--- config.mk ---
export PLATFORM = sky130hd
export DESIGN_NAME = exec_wakeup_bcast
export DESIGN_NICKNAME = d
export VERILOG_FILES = /design/src/rtl/exec_wakeup_bcast.sv
export SDC_FILE = /design/constraint.sdc
export NUM_CORES = 1
export LEC_CHECK = 0
export CORE_UTILIZATION = 31
export CTS_BUF_LIST = sky130_fd_sc_hd__clkbuf_4
export DETAILED_ROUTE_END_ITERATION = 7
export DONT_BUFFER_PORTS = 1
export GPL_TIMING_DRIVEN = 0
export HOLD_SLACK_MARGIN = 0.06
export PLACE_DENSITY = 0.51
export REMOVE_ABC_BUFFERS = 1
export SLEW_MARGIN = 30
export SYNTH_ARGS = -nofsm -noshare
export SYNTH_HDL_FRONTEND = slang
export SYNTH_SLANG_ARGS = --single-unit
export TNS_END_PERCENT = 1
--- constraint.sdc ---
create_clock -name clk -period 3.2 [get_ports clk]
set_input_delay 0.64 -clock clk [delete_from_list [all_inputs] [get_ports clk]]
set_output_delay 0.64 -clock clk [all_outputs]
set_load 0.05 [all_outputs]
--- src/rtl/exec_wakeup_bcast.sv ---
`default_nettype none
// ============================================================================
// Module   : exec_wakeup_bcast
// Purpose  : Fixed-latency execution pipe feeding an in-order completion FIFO
//            that broadcasts one wakeup (executed/executedReg) per cycle.
// Revision : 1.0
// ============================================================================

module exec_wakeup_bcast #(
   parameter int LAT   = 2,
   parameter int DEPTH = 16
) (
   input  logic                   clk,
   input  logic                   reset,
   input  logic [2:0]             numIssued,
   input  logic [6:0]             issued0,
   input  logic [6:0]             issued1,
   input  logic [6:0]             issued2,
   input  logic [6:0]             issued3,
   input  logic [7:0]             dest0,
   input  logic [7:0]             dest1,
   input  logic [7:0]             dest2,
   input  logic [7:0]             dest3,
   output logic                   executed,
   output logic [7:0]             executedReg,
   output logic [6:0]             doneRobIdx,
   output logic                   stall,
   output logic [$clog2(DEPTH):0] occupancy,
   output logic                   overflow
);

   localparam int c_AW = $clog2(DEPTH);

   typedef logic [c_AW-1:0] ptr_t;
   typedef logic [c_AW:0]   occ_t;
   typedef logic [14:0]     entry_t;    // {robIdx, dest}

   entry_t     w_slot [4];
   logic       w_violate;
   logic       w_clamp;
   logic [2:0] w_req_cnt;
   logic [2:0] w_acc_cnt;
   logic [2:0] w_push_cnt;
   logic       w_pop;
   logic [4:0] w_inflight;
   logic [6:0] w_level;

   // Pipe stage s+1 lives at index s
   entry_t     r_pipe [LAT][4];
   logic [2:0] r_cnt  [LAT];

   entry_t     r_mem [DEPTH];
   ptr_t       r_wr_ptr;
   ptr_t       r_rd_ptr;
   occ_t       r_occ;

   always_comb begin
      w_slot[0] = {issued0, dest0};
      w_slot[1] = {issued1, dest1};
      w_slot[2] = {issued2, dest2};
      w_slot[3] = {issued3, dest3};
   end

   assign w_violate  = (numIssued != 3'd0) && stall;
   assign w_clamp    = (numIssued > 3'd4);
   assign w_req_cnt  = w_clamp ? 3'd4 : numIssued;
   assign w_acc_cnt  = w_violate ? 3'd0 : w_req_cnt;

   assign w_push_cnt = r_cnt[LAT-1];
   assign w_pop      = (r_occ != '0);

   always_comb begin
      w_inflight = '0;
      for (int s = 0; s < LAT; s++) begin
         w_inflight = w_inflight + {2'b00, r_cnt[s]};
      end
   end

   // Headroom of four entries means any group accepted now always fits later
   assign w_level   = 7'(r_occ) + 7'(w_inflight);
   assign stall     = (w_level > 7'(DEPTH - 4));
   assign occupancy = r_occ;

   always_ff @(posedge clk or negedge reset) begin
      if (!reset) begin
         for (int s = 0; s < LAT; s++) begin
            r_cnt[s] <= '0;
            for (int k = 0; k < 4; k++) begin
               r_pipe[s][k] <= '0;
            end
         end
      end else begin
         r_cnt[0] <= w_acc_cnt;
         for (int k = 0; k < 4; k++) begin
            r_pipe[0][k] <= w_slot[k];
         end
         for (int s = 1; s < LAT; s++) begin
            r_cnt[s]  <= r_cnt[s-1];
            r_pipe[s] <= r_pipe[s-1];
         end
      end
   end

   // Storage needs no reset; validity is tracked by the pointers
   always_ff @(posedge clk) begin
      for (int k = 0; k < 4; k++) begin
         if (3'(k) < w_push_cnt) begin
            r_mem[r_wr_ptr + ptr_t'(k)] <= r_pipe[LAT-1][k];
         end
      end
   end

   always_ff @(posedge clk or negedge reset) begin
      if (!reset) begin
         r_wr_ptr    <= '0;
         r_rd_ptr    <= '0;
         r_occ       <= '0;
         executed    <= 1'b0;
         executedReg <= '0;
         doneRobIdx  <= '0;
         overflow    <= 1'b0;
      end else begin
         r_wr_ptr <= r_wr_ptr + ptr_t'(w_push_cnt);
         r_occ    <= r_occ + occ_t'(w_push_cnt) - occ_t'(w_pop);
         if (w_pop) begin
            r_rd_ptr                  <= r_rd_ptr + ptr_t'(1);
            executed                  <= 1'b1;
            {doneRobIdx, executedReg} <= r_mem[r_rd_ptr];
         end else begin
            executed    <= 1'b0;
            executedReg <= '0;
            doneRobIdx  <= '0;
         end
         if (w_violate || w_clamp) begin
            overflow <= 1'b1;
         end
      end
   end

endmodule

`default_nettype wire

-- Word level (Yosys, flattened, before mapping)
Memory sizes are Yosys's and may differ from the RTL's.
Index checks and enable logic that the tools add are counted.
- add/sub/neg operators: 9
- magnitude comparators: 6
- muxes and demuxes: 13
- reduce and logical (&&, ||, !) cells: 4
- operators by type and width (operator ; count):
    $mux 1 ; 9
    $add 4x1->4 const B ; 2
    $add 4x2->4 const B ; 2
    $mux 8 ; 1
    $mux 7 ; 1
    $add 5x4->6 ; 1
    $gt 6x4->1 const B ; 1
    $lt 1x3->1 const A ; 2
    $lt 2x3->1 const A ; 2
    $mux 3 ; 2
    $add 5x3->5 ; 1
    $reduce_bool 5->1 ; 1
    $sub 5x1->5 ; 1
    $add 3x3->4 ; 1
    $add 4x3->4 ; 1
    $gt 3x3->1 const B ; 1
    $reduce_bool 3->1 ; 1
    $logic_and 1x1->1 ; 1
    $logic_or 1x1->1 ; 1
- bits in registers: 156
- memory bits (writable): 240
- bits of input ports: 65
- output and inout bits: 23
- word-level logic and storage cells: 50
- memories: 1
- memories (memory ; words ; width ; rd ports ; clocked after memory_dff ; wr ports ; RTL line ; source):
    r_mem ; 16 ; 15 ; 1 ; 0 ; 4 ; 52 ; entry_t r_mem [DEPTH];

-- Depth between registers and ports, before layout
Gate-level depths: netlist (run 1).
- depth in word-level cells: 5
- mapped depth: 12
- mapped depth without buffers: 9

-- Least setup slack after synthesis (run 1)
Ideal clock, no wire load.
- kind: register -> output
- start: register r_occ[1] (netlist: occupancy[1])
- end: output stall
- arrival: 3446 ps
- data required time: 2560 ps
- setup slack: -886 ps
- stages on the path, launching flop included: 6
- path buffers: 0
- cell sequence: dfrtp_1 -> fa_1 -> ha_1 -> fa_1 -> a311oi_1 -> o31ai_1
- word-level cells in the longest chain between the ends: 2
- RTL lines (item ; RTL line ; source):
    start: declaration ; 55 ; occ_t r_occ;
    start signal: assignment ; 124 ; r_occ <= r_occ + occ_t'(w_push_cnt) - occ_t'(w_pop);
    $add 5x4->6 ; 80 ; assign w_level = 7'(r_occ) + 7'(w_inflight);
    $gt 6x4->1 ; 81 ; assign stall = (w_level > 7'(DEPTH - 4));
    end: declaration ; 27 ; output logic stall,
No other way between the ends.

-- Final worst setup path (run 1)
Ends and elaborated chain as after synthesis.

==> results of run 1 <==
==> routing by layer <==
layer  vias to the layer above  global-route usage, %  part of all wire, %
met5                         -                      0                0.048
met4                         6                   14.1                  5.3
met3                       381                   7.85                   14
met2                      1717                   41.7                   45
met1                      9930                   34.1                   36
li1                       8174                      -                    -
==> state kept, by name, summed over array words and instances (netlist names) <==
signal and flops:
r_mem 240, w_push_cnt 3, occupancy 5, executedReg 8, overflow 1, r_rd_ptr 4, r_pipe 120, doneRobIdx 7
r_cnt 3, r_wr_ptr 4, executed 1
==> layout by cell type (no fill, tap or decap), drive strengths merged, types with 82 or more instances in the layout <==
| cell type | netlist | routed |
|---|---|---|
| a31oi | 107 | 107 |
| nand2 | 210 | 210 |
| o22ai | 82 | 82 |
| dfrtp | 156 | 156 |
| buf | 76 | 83 |
| o2bb2ai | 116 | 116 |
| clkbuf | 205 | 167 |
| edfxtp | 240 | 240 |
| a211oi | 130 | 130 |
| nor4 | 93 | 93 |
| o21ai | 233 | 233 |
==> cell usage after synthesis (21+ instances only) <==
cell / n / area share [%]
sky130_fd_sc_hd__edfxtp_1: 240 / 33
sky130_fd_sc_hd__nand2_1: 210 / 3.6
sky130_fd_sc_hd__o21ai_0: 208 / 4.7
sky130_fd_sc_hd__clkbuf_1: 203 / 3.5
sky130_fd_sc_hd__dfrtp_1: 156 / 18
sky130_fd_sc_hd__a211oi_1: 130 / 4.4
sky130_fd_sc_hd__o2bb2ai_1: 116 / 4.6
sky130_fd_sc_hd__a31oi_1: 107 / 3.0
sky130_fd_sc_hd__nor4_1: 87 / 2.5
sky130_fd_sc_hd__o22ai_1: 82 / 2.3
sky130_fd_sc_hd__mux4_2: 60 / 6.1
sky130_fd_sc_hd__inv_1: 52 / 0.89
sky130_fd_sc_hd__buf_2: 39 / 0.89
sky130_fd_sc_hd__buf_1: 32 / 0.55
sky130_fd_sc_hd__nor3_1: 32 / 0.73
sky130_fd_sc_hd__a221oi_1: 30 / 1.2
sky130_fd_sc_hd__mux2i_1: 30 / 1.4
sky130_fd_sc_hd__o21ai_1: 25 / 0.57
sky130_fd_sc_hd__nand3_1: 21 / 0.48
==> final cells by class <==
type | count | area (um^2) | share of cell area [%]
diodes | 1 | 2.50 | 0.00971
clock buffers | 167 | 1250 | 4.86
clock inverters | 33 | 170 | 0.660
inverters | 52 | 195 | 0.757
multi-input cells | 1341 | 10100 | 39.2
flip-flops and latches | 396 | 11100 | 43.2
well taps | 940 | 1180 | 4.56
repair buffers | 146 | 1730 | 6.69
==> power groups by stage <==
stage,Sequential (W),Combinational [W],Clock [W]
floorplan,0.00854,0.00568,0
global placement,0.00928,0.00828,0
detailed placement,0.00892,0.0111,0
CTS,0.00873,0.0116,0.00483
global route,0.00885,0.0125,0.00507
finish,0.00876,0.0120,0.00471
==> what timing repair did <==
item	CTS	global route
endpoints found under the hold margin	220	156
pin swaps	13	3
setup endpoints to repair	485	228
resized for setup	52	8
buffers inserted	5	2
==> cell families after synthesis <==
| group | after synthesis | synth area share (%) |
|---|---|---|
| XOR/XNOR | 12 | 0.478 |
| AO/OA/AOI/OAI | 767 | 23.4 |
| flip-flops | 396 | 50.5 |
| adder cells (fa/ha/maj) | 22 | 1.46 |
| multiplexers | 91 | 7.56 |
| buffers and inverters | 333 | 6.07 |
| AND/OR/NAND/NOR | 449 | 10.4 |
==> final timing paths <==
check,to
setup / recovery,stall
hold / removal,doneRobIdx[4]
setup reg to reg,r_mem[12][2]
hold reg to reg,r_pipe[29]
max in group asynchronous,r_pipe[11]
min in group clk,overflow
==> per-stage QoR <==
step / setup WS, ns / power [W] / setup TNS, ns / instances
2_1_floorplan: -3.52 / 0.0142 / -1178.82 / 1789
3_3_place_gp: -9.42 / 0.0176 / -3420.16 / 2729
3_5_place_dp: -1.95 / 0.0200 / -337.56 / 2804
4_1_cts: -1.04 / 0.0252 / -13.34 / 3072
5_1_grt: -1.05 / 0.0264 / -20.53 / 3076
6_report: -0.950 / 0.0255 / -15.12 / 3076
==> key figures, run 1 <==
Placed design
  • Last weighted congestion value of the routability-driven placer: 0.915
  • Total half-perimeter wirelength after legalization and detailed placement: 63300 um
  • Input/output buffers: 0
  • Placed inst area: 0.0234 mm^2

Setup path
  • Flop-to-flop setup slack: -0.50 ns
  • Largest delay share family, worst path: adder cells
  • Levels on crit path: 5
  • Cell chain of the critical path: fa_1, ha_2, fa_2, a31oi_2, o31ai_4
  • Critical-path top delay cell: sky130_fd_sc_hd__o31ai_4
  • Category of the critical setup timing path: register to primary output
  • Crit-path max FO: 4
  • Worst Reg-to-Reg Cells: 6
  • Launch point of the worst reg-to-reg path: r_wr_ptr[0]
  • CP Data Arrival Time: 3.51 ns
  • Nature of the critical path endpoint: primary output
  • Data required time at the worst endpoint: 2.56 ns
  • CP peak stage delay: 0.65 ns
  • Worst setup path start: occupancy[1]
  • Worst path buffer plus inverter count: 0
  • Type of origin of the critical path: register

Timing
  • Worst-case clock skew: 0.0884 ns
  • Share of the clock period used by the worst path after layout: 130%
  • Total setup violations reported at the end of the flow: 102
  • Fin crit period: 4.15 ns
  • Transition time at the pin with the least slew margin: 1.08 ns
  • Max Freq: 0.241 GHz
  • Min Hold Slack: -0.581 ns
  • Setup repair after global routing missed its margin: true
  • Setup WS post-layout: -0.950 ns
  • Pins over their slew limit: 0
  • Total count of hold-check failures in the final report: 156
  • Worst slew margin relative to its limit: 27.5%

Detailed routing
  • Number of remaining DRC errors: 0
  • First-pass iteration count of the detailed router: 8
  • Count of antenna-violating nets left after detailed routing: 0
  • Routed Wire Length: 97900 um
  • Vias per cell: 6.57
  • Total via count after detailed routing: 20200
  • Final routed wire length divided by cell count: 31.8 um
  • Violation count after the first detailed-route iteration: 3394

Pwr
  • Power Density: 990 mW/mm^2
  • Static power due to leakage: 8.76 nW
  • NetSw: 0.0118 W
  • Power share of the sequential group: 34.3%
  • Largest voltage drop on the vdd net: 0.704 mV
  • Part of the total power dissipated in the clock network: 18.5%
  • Sw Ratio: 46.3%
  • Cell internal power dissipation: 0.0137 W
  • Comb pwr share: 47.2%

Floorplan
  • Effective utilization at floorplan: 31.3%
  • Core Region: 0.0701 mm^2
  • Number of top-level pins: 88
  • Die width: 268 um
  • Die Area: 0.0720 mm^2
  • Cell Rows: 97
  • Overall die height: 268 um

Clocking
  • Clock network latency to the later pin of the worst-skew pair: 0.94 ns
  • Cts hold-fix bufs: 63
  • Clock-pin slew on the worst setup and hold paths: 0.07 ns
  • CTS H-tree depth: 3
  • CTS Buf Count: 108
  • CTS tree: yes
  • Buffer levels on the longest clock path: 3
  • CTS Sinks: 396
  • Cell chosen for the clock root: sky130_fd_sc_hd__clkbuf_4

Logic synthesis
  • Number of storage elements in the synthesis netlist: 396
  • Synth unique cells: 61
  • Avg Inst Size Synth: 10.6 um^2
  • Ys async rst share: 39.4%
  • Post-synth EDFFs: 240
  • Yosys warning count: 0
  • Gate Count Post-Synth: 2070
  • Cell area after synthesis: 0.0220 mm^2
  • Leading register cell type out of synthesis: sky130_fd_sc_hd__edfxtp_1
  • Post-synthesis sequential area ratio: 50.5%

Cells and area
  • Net count of the finished layout: 2132
  • Fill count: 7022
  • Area growth from synthesis to layout: 17.3%
  • Share of post-route cells with drive strength above 1: 19.8%
  • Final core occ: 36.7%
  • Post-route cell area: 0.0258 mm^2

Global route
  • Number of global-route vias before repair: 19600
  • Number of antenna violations at the first check in global routing: 4
  • Pin count of the biggest net entering global routing: 157
  • Remaining Overflow, GRT: 0
  • Wire length of the first global-routing pass: 140000 um
  • Overall track demand over capacity in global routing: 27.0%

Outcome
  • Result of the run: finished, violations left
  • Violations in the final reports: negative hold slack, negative setup slack

Job
  • Count of max-cap constraint violations: 0

Hold path
  • Class of the most critical hold timing path: primary input to asynchronous set/reset pin
Power figures use the tool's default switching activity.
==> inputs of run 2 (changes only) <==
--- a/config.mk
+++ b/config.mk
@@ -5,6 +5,7 @@
 export SDC_FILE = /design/constraint.sdc
 export NUM_CORES = 1
 export LEC_CHECK = 0
+export CORE_ASPECT_RATIO = 1.5
 export CORE_UTILIZATION = 31
 export CTS_BUF_LIST = sky130_fd_sc_hd__clkbuf_4
 export DETAILED_ROUTE_END_ITERATION = 7
==> key figures, run 2 (same netlist as run 1, synthesis figures left out) <==
Outcome
  • Result of the run: finished, violations left
  • Violations in the final reports: negative hold slack, negative setup slack

Clocking
  • CTS Buf Count: 98 (-9.3%)
  • Clock network latency to the later pin of the worst-skew pair: 0.95 ns (about the same)
  • Clock-pin slew on the worst setup and hold paths: 0.08 ns (about the same)
  • CTS Sinks: 396 (unchanged)
  • CTS tree: yes
  • CTS H-tree depth: 3 (unchanged)
  • Buffer levels on the longest clock path: 3 (unchanged)
  • Cell chosen for the clock root: sky130_fd_sc_hd__clkbuf_4
  • Cts hold-fix bufs: 63 (unchanged)

Floorplan
  • Die width: 219 um (-18%)
  • Die Area: 0.0720 mm^2 (about the same)
  • Effective utilization at floorplan: 31.3% (about the same)
  • Number of top-level pins: 88 (unchanged)
  • Overall die height: 328 um (+22%)
  • Core Region: 0.0701 mm^2 (about the same)
  • Cell Rows: 119 (+23%)

Timing
  • Worst-case clock skew: 0.0572 ns (-0.0312 ns)
  • Setup WS post-layout: -0.989 ns (-0.0392 ns)
  • Pins over their slew limit: 0 (unchanged)
  • Fin crit period: 4.19 ns (+0.0392 ns)
  • Transition time at the pin with the least slew margin: 1.15 ns (+0.0637 ns)
  • Min Hold Slack: -0.599 ns (-0.0177 ns)
  • Total count of hold-check failures in the final report: 156 (unchanged)
  • Max Freq: 0.239 GHz (-0.94%)
  • Worst slew margin relative to its limit: 23.5% (-4.0 points)
  • Share of the clock period used by the worst path after layout: 131% (+1.2 points)
  • Total setup violations reported at the end of the flow: 138 (+35%)
  • Setup repair after global routing missed its margin: true

Global route
  • Overall track demand over capacity in global routing: 30.6% (+3.6 points)
  • Number of antenna violations at the first check in global routing: 8 (+4)
  • Remaining Overflow, GRT: 0 (unchanged)
  • Number of global-route vias before repair: 20000 (+1.7%)
  • Wire length of the first global-routing pass: 152000 um (+8.5%)
  • Pin count of the biggest net entering global routing: 157 (unchanged)

Placed design
  • Input/output buffers: 0 (unchanged)
  • Last weighted congestion value of the routability-driven placer: 1.01 (+10%)
  • Total half-perimeter wirelength after legalization and detailed placement: 68300 um (+7.9%)

Detailed routing
  • First-pass iteration count of the detailed router: 7 (-1)
  • Number of remaining DRC errors: 0 (unchanged)
  • Final routed wire length divided by cell count: 36.0 um (+13%)
  • Vias per cell: 6.76 (+2.8%)
  • Violation count after the first detailed-route iteration: 3110 (-8.4%)
  • Count of antenna-violating nets left after detailed routing: 0 (unchanged)
  • Total via count after detailed routing: 20400 (+1.2%)
  • Routed Wire Length: 109000 um (+11%)

Cells and area
  • Net count of the finished layout: 2111 (-0.98%)
  • Top reg by flops: r_mem
  • Share of post-route cells with drive strength above 1: 19.1% (-0.72 points)
  • Most common cell after layout, fill and taps aside: sky130_fd_sc_hd__edfxtp_1
  • Flip-flop count of the largest register, all copies and words added: 240 (unchanged)
  • Largest registers: r_mem x240, r_pipe x120, executedReg x8
  • Fill count: 6810 (-3.0%)
  • Area growth from synthesis to layout: 16.1%
  • Commonest cells after routing, fill and taps aside: sky130_fd_sc_hd__edfxtp_1, sky130_fd_sc_hd__nand2_1, sky130_fd_sc_hd__o21ai_0, sky130_fd_sc_hd__clkbuf_4, sky130_fd_sc_hd__a211oi_1

Setup path
  • CP peak stage delay: 0.66 ns (about the same)
  • CP Data Arrival Time: 3.55 ns (+0.04 ns)
  • Data required time at the worst endpoint: 2.56 ns (about the same)
  • Nature of the critical path endpoint: primary output
  • Cell chain of the critical path: fa_1, ha_2, fa_2, a211oi_2, o31ai_4
  • Type of origin of the critical path: register
  • Critical-path top delay cell: sky130_fd_sc_hd__o31ai_4
  • Crit-path max FO: 4 (unchanged)
  • Category of the critical setup timing path: register to primary output

Job
  • Count of max-cap constraint violations: 0 (unchanged)

Pwr
  • Static power due to leakage: 8.59 nW (-1.9%)
  • Largest voltage drop on the vdd net: 1.12 mV (+59%)
  • Total chip power: 0.0253 W (-0.77%)
  • Power Density: 991 mW/mm^2 (+0.19%)

Hold path
  • Class of the most critical hold timing path: primary input to asynchronous set/reset pin
run 2: stage by stage:
step	std cells	utilization [%]	setup TNS [ns]	setup WS (ns)	cell area (um^2)
floorplan	1789	-	-1178.82	-3.52	20800
global placement	2696	31.3	-3218.79	-9.50	22000
detailed placement	2756	33.0	-288.60	-1.66	23100
CTS	3007	36.1	-22.93	-1.01	25400
global route	3015	36.4	-30.54	-1.08	25500
finish	3027	36.4	-28.27	-0.989	25500
run 2: critical path, delay by kind of cell (launching register included):
family | cells | cell delay, ns
DFF | 1 | 0.57
adders and majority gates | 3 | 1.29
AOI/OAI and AO/OA | 2 | 0.77
run 2: area by class of cell:
| class | instances | area [um^2] | share of cell area (%) |
|---|---|---|---|
| antenna | 14 | 35.0 | 0.137 |
| sequential | 396 | 11200 | 43.7 |
| timing repair buffer | 135 | 1600 | 6.25 |
| clock buffer | 139 | 1040 | 4.09 |
| inverter | 52 | 195 | 0.765 |
| multi-input combinational | 1341 | 10100 | 39.5 |
| tap | 907 | 1130 | 4.45 |
| clock inverter | 43 | 263 | 1.03 |
run 2: worst paths after layout:
check / to / depth (start not counted) / start / slack [ns]
min in group clk: r_pipe[101] / 1 / issued1[3] / 0.26
worst min register to register: r_pipe[26] / 0 / r_pipe[86] / 0.33
max in group asynchronous: r_pipe[55] / 0 / reset / 3.32
worst min-delay path: doneRobIdx[5] / 0 / reset / -0.60
worst max-delay path: stall / 5 / occupancy[1] / -0.99
worst max register to register: r_mem[3][2] / 7 / r_wr_ptr[2] / -0.59
run 2: power breakdown:
group | leakage [nW] | total, W | internal (W) | switching [W]
Sequential | 3.98 | 0.00885 | 0.00715 | 0.00170
Clock | 0.762 | 0.00453 | 0.00226 | 0.00227
Combinational | 3.85 | 0.0119 | 0.00403 | 0.00789
Total | 8.59 | 0.0253 | 0.0134 | 0.0119
run 2: repair_timing:
item,CTS,global route
setup buffers,6,4
endpoints found under the setup margin,477,238
gates resized for setup,55,16
endpoints found under the hold margin,220,156
pin swaps,14,6
run 2: metal layers:
layer | global-route usage [%] | part of all wire, % | vias to the layer above
met5 | 0 | 0.011 | -
met4 | 23.6 | 9.4 | 2
met2 | 47.5 | 45 | 1843
met1 | 34.2 | 33 | 9989
li1 | - | - | 8126
met3 | 10.4 | 13 | 488
